[config.mk]
export PLATFORM = sky130hd
export DESIGN_NAME = lfsr_rng
export DESIGN_NICKNAME = d
export VERILOG_FILES = /design/src/rtl/lfsr_rng.sv
export SDC_FILE = /design/constraint.sdc
export NUM_CORES = 1
export LEC_CHECK = 0
export ABC_AREA = 1
export BUFFER_PORTS_ARGS = -buffer_cell sky130_fd_sc_hd__buf_2
export CAP_MARGIN = 20
export CORE_MARGIN = 5
export CORE_UTILIZATION = 46
export DETAILED_ROUTE_END_ITERATION = 8
export MAX_ROUTING_LAYER = met4
export PLACE_DENSITY = 0.8
export SYNTH_ARGS = -nofsm -noshare
export SYNTH_HDL_FRONTEND = slang
export SYNTH_SLANG_ARGS = --single-unit
[constraint.sdc]
create_clock -name clk -period 1.75 [get_ports clk]
set_input_delay 0.175 -clock clk [delete_from_list [all_inputs] [get_ports clk]]
set_output_delay 0.175 -clock clk [all_outputs]
set_load 0.005 [all_outputs]
[src/rtl/lfsr_rng.sv]
// Fibonacci LFSR random generator: button-stepped or free-running with a programmable
// divider, runtime seed load with zero-lock guard. Define RNG_DEBOUNCE_EN to add a debounce filter.
module lfsr_rng #(
    parameter int unsigned WIDTH           = 8,
    parameter logic [31:0] TAPS            = 32'h1D,
    parameter logic [31:0] SEED            = 32'hFF,
    parameter int unsigned DIV_W           = 16,
    parameter int unsigned DEBOUNCE_CYCLES = 16
) (
    input  logic             clk,
    input  logic             rst,
    input  logic             button,
    input  logic             mode,
    input  logic [DIV_W-1:0] div,
    input  logic             seed_load,
    input  logic [WIDTH-1:0] seed,
    output logic [WIDTH-1:0] rnd_out,
    output logic             rnd_valid
);

    localparam logic [WIDTH-1:0] TAPS_L = TAPS[WIDTH-1:0];
    localparam logic [WIDTH-1:0] SEED_L = SEED[WIDTH-1:0];

    logic             sync1_q;
    logic             sync2_q;
    logic             prev_q;
    logic             lvl;
    logic             rise_c;
    logic [WIDTH-1:0] state_q, state_d;
    logic             valid_q, valid_d;
    logic [DIV_W-1:0] cnt_q, cnt_d;
    logic             div_hit;
    logic             step;
    logic             fb;
    logic [WIDTH-1:0] lfsr_next;

    // Two-flop synchroniser for the asynchronous push-button
    always_ff @(posedge clk or negedge rst) begin
        if (!rst) begin
            sync1_q <= 1'b0;
            sync2_q <= 1'b0;
        end else begin
            sync1_q <= button;
            sync2_q <= sync1_q;
        end
    end

`ifdef RNG_DEBOUNCE_EN
    localparam int unsigned DEB_W = (DEBOUNCE_CYCLES < 2) ? 1 : $clog2(DEBOUNCE_CYCLES);
    localparam logic [DEB_W-1:0] DEB_LAST = DEB_W'(DEBOUNCE_CYCLES - 1);

    logic [DEB_W-1:0] deb_cnt_q, deb_cnt_d;
    logic             deb_lvl_q, deb_lvl_d;

    // Level flips only after the synchronised input has disagreed for the full window
    always_comb begin
        deb_cnt_d = '0;
        deb_lvl_d = deb_lvl_q;
        if (sync2_q != deb_lvl_q) begin
            if (deb_cnt_q == DEB_LAST) begin
                deb_lvl_d = sync2_q;
            end else begin
                deb_cnt_d = deb_cnt_q + DEB_W'(1);
            end
        end
    end

    always_ff @(posedge clk or negedge rst) begin
        if (!rst) begin
            deb_cnt_q <= '0;
            deb_lvl_q <= 1'b0;
        end else begin
            deb_cnt_q <= deb_cnt_d;
            deb_lvl_q <= deb_lvl_d;
        end
    end

    assign lvl = deb_lvl_q;
`else
    logic unused_deb;

    assign lvl        = sync2_q;
    assign unused_deb = (DEBOUNCE_CYCLES != 0);
`endif

    // Rising-edge detect on the (possibly debounced) button level
    always_ff @(posedge clk or negedge rst) begin
        if (!rst) begin
            prev_q <= 1'b0;
        end else begin
            prev_q <= lvl;
        end
    end

    assign rise_c    = lvl & ~prev_q;
    assign div_hit   = (cnt_q == div);
    assign step      = mode ? div_hit : rise_c;
    assign fb        = ^(state_q & TAPS_L);
    assign lfsr_next = {fb, state_q[WIDTH-1:1]};

    // Seed load beats step; the divider idles at zero outside free-run so a mode change restarts it
    always_comb begin
        state_d = state_q;
        valid_d = 1'b0;
        cnt_d   = cnt_q;
        if (seed_load) begin
            state_d = (seed == '0) ? SEED_L : seed;
            valid_d = 1'b1;
            cnt_d   = '0;
        end else begin
            if (step) begin
                state_d = lfsr_next;
                valid_d = 1'b1;
            end
            if (!mode || div_hit) begin
                cnt_d = '0;
            end else begin
                cnt_d = cnt_q + DIV_W'(1);
            end
        end
    end

    always_ff @(posedge clk or negedge rst) begin
        if (!rst) begin
            state_q <= SEED_L;
            valid_q <= 1'b0;
            cnt_q   <= '0;
        end else begin
            state_q <= state_d;
            valid_q <= valid_d;
            cnt_q   <= cnt_d;
        end
    end

    assign rnd_out   = state_q;
    assign rnd_valid = valid_q;

endmodule

==> flow_summary.toml <==
[synth]
synthArstFlopShare = 1.00
muxShareOfSynthArea = 0
syn_nets = 286
synth_top_area_frac = 0.282
yosysMostFrequentCell = "nand2_1"
ys.warnings.count = 0
synthXorXnorAreaFrac = 0.0395
synth-edff-count = 0
synth_top_flop_cell = "dfrtp_1"
synth_area_leaders = "dfrtp_1 (28%), nand2_1 (20%), dfstp_2 (12%)"
synthesis.area_um2 = 1780
synth_top_family_by_area = "simple AND/OR/NAND/NOR gates"
synth_compound_area_frac = 0.0416
yosys.cell_types.count = 27
syn_inst = 256
yosysSeqAreaShare = 0.400
synth_top_cell_by_area = "dfrtp_1"
synth_simple_gate_area_frac = 0.410
synth_fa_ha_area_frac = 0.00705
synth.avg_cell_area_um2 = 6.94
ys_ff_latch = 28
synth_commonest_cells = "nand2_1 (93), inv_1 (36), nor2_1 (30)"

[clocking]
cts_sinks = 28
clkTransAtPathRegs_ps = 100
cts_buffers = 3
root_buffer = "clkbuf_8"
clock_path_buffers = 2
htree_num_levels = 1
post-cts-setup-buffers = 0
cts_tree = "done"
clock_latency_ps = 270

[timing]
setup_violations = 0
fin_hold_ws_ps = 13.3
final.period_utilization = 0.864
fin_skew_ps = 11.8
fmax_mhz = 662
rsz0062_at_grt = "no"
drv_slew = 0
hold_violations = 0
post-route-min-period_ps = 1510
timing.slew.headroom = 0.592
tightest_slew_ps = 612
tns_ps = 0

[final_layout]
final_cell_count_no_fill = 344
drive_above_1_share = 0.247
nNetsFinal = 327
antenna_cells = 0
final_util = 0.563
n_fill_cell = 360
area_growth_pct = 16.9

[power]
p_int_mw = 1.02
clock_power_share = 0.284
finalPower_mw = 1.38
peakVddDrop_mv = 0.530
p_seq_frac = 0.540
combPwrFrac = 0.176
power_density_nw_per_um2 = 663
power.share.switching = 0.259
p_sw_mw = 0.357
power.leakage_nw = 1.12

[place]
place_congestion = 0.830
placed_cells = 339
place_hpwl_mm = 2.83
port_buffers = 37

[die]
start_util = 0.481
rows = 22
dieWidth_um = 72.1
core_um2 = 3690
fp.dieArea_um2 = 5200
io_pins = 38
die-height_um = 72.1

[route]
avgViaCountPerCell = 4.62
firstDrtPassIters = 4
wl_per_cell_um = 10.3
ant_nets = 0
vias = 1588
post-route-drc-count = 0
drtIter0Drc = 73
drt_wl_total_mm = 3.55

[worst_setup_path]
cp_data_arrival_time_ps = 1700
setup.worst_path.class = "register to register"
cp_data_required_time_ps = 1940
critPathLaunchType = "register"
slowest_delay_ps = 410
worstPathMaxFanout = 19
crit_chain = "inv_2, nand2_1, nand2_1, nor2_1, nand2_1, nor2_2, nand2_2, nand2_8, buf_4, nor3_1"
slowest_stage = "dfrtp_1"
cpMostUsedCell = "nand2_1"
worst_setup_path_end_kind = "register"

[job]
max-cap-violations = 0

[worst_hold_path]
hold_path_class = "input pin to register"

[run_status]
outcome = "finished, final reports clean"

[global_routing]
grt_max_degree = 29
grt_use_total = 0.152
grt_pass1_vias = 1562
grt_overflow = 0
grt_pass1_wl_mm = 6.33
grt_antenna_before_repair = 0
-- area by class of cell --
cell class / instances / area (µm²) / share of cell area
repair buffers: 39 / 203 / 0.0976
flip-flops and latches: 28 / 711 / 0.342
multi-input cells: 184 / 893 / 0.430
inverters: 41 / 154 / 0.0741
clock buffers: 4 / 55.1 / 0.0265
well taps: 48 / 60.1 / 0.0289
-- critical path, delay by kind of cell, from the launching register on --
| kind | cells | cell delay, ps |
|---|---|---|
| buffers and inverters | 2 | 340 |
| and+or+nand+nor | 8 | 660 |
| DFF | 1 | 410 |
-- registers in the layout, indices dropped and copies added (netlist names) --
signal / flops
cnt_q: 16
lvl: 1
rnd_out: 8
prev_q: 1
rnd_valid: 1
sync1_q: 1
-- cell usage in the layout, fill, tap and decap left out, drive strengths merged --
cell type and n:
clkbuf 4, dlygate4sd3 1, or2 1, a21oi 4, nor4 1, xor2 5
dfrtp 20, inv 41, nor3 10, o21ai 10, nand3 14, buf 38
nand2 100, nor2 34, dfstp 8, nand4 1, ha 1, xnor2 3
-- worst paths after layout --
check | from | endpoint | slack [ps] | cells past startpoint
max in group asynchronous | rst | cnt_q[2] | 900 | 2
max reg2reg | cnt_q[4] | cnt_q[15] | 240 | 10
min in group asynchronous | rst | cnt_q[15] | 430 | 2
min | button | sync1_q | 10 | 1
max | cnt_q[4] | cnt_q[15] | 240 | 10
min reg2reg | sync1_q | lvl | 370 | 0
-- through the flow --
step	instance area, µm²	setup WS (ps)
after floorplan	1780	387
after global routing	2080	46.7
after global placement	2000	254
after CTS	2070	198
final	2080	238
after detailed placement	2000	208
-- routing by layer --
metal,vias up,track usage,routed length [µm]
li1,852,-,-
met1,696,0.186,1720
met4,0,0.0459,34
met3,4,0.0208,158
met5,-,-,0
met2,36,0.261,1640
-- timing repair --
item                                    4_1_cts  5_1_grt
endpoints found under the hold margin        20        0
endpoints found under the setup margin        0        2
gates resized for setup                       0        1
hold buffers                                  1        0
-- power by group through the flow --
stage	registers, mW	logic (mW)	clock network, mW
after floorplan	0.751	0.137	0
after global placement	0.755	0.235	0
after detailed placement	0.752	0.245	0
after CTS	0.743	0.245	0.400
after global routing	0.749	0.280	0.431
final	0.743	0.243	0.390
-- kinds of logic after synthesis --
kind of cell / after synthesis
buffers and inverters: 44
and+or+nand+nor: 161
xor gates and xnor gates: 8
adders and majority gates: 1
AOI/OAI and AO/OA: 14
DFF: 28
No activity file was read; power rests on OpenSTA's default activity.
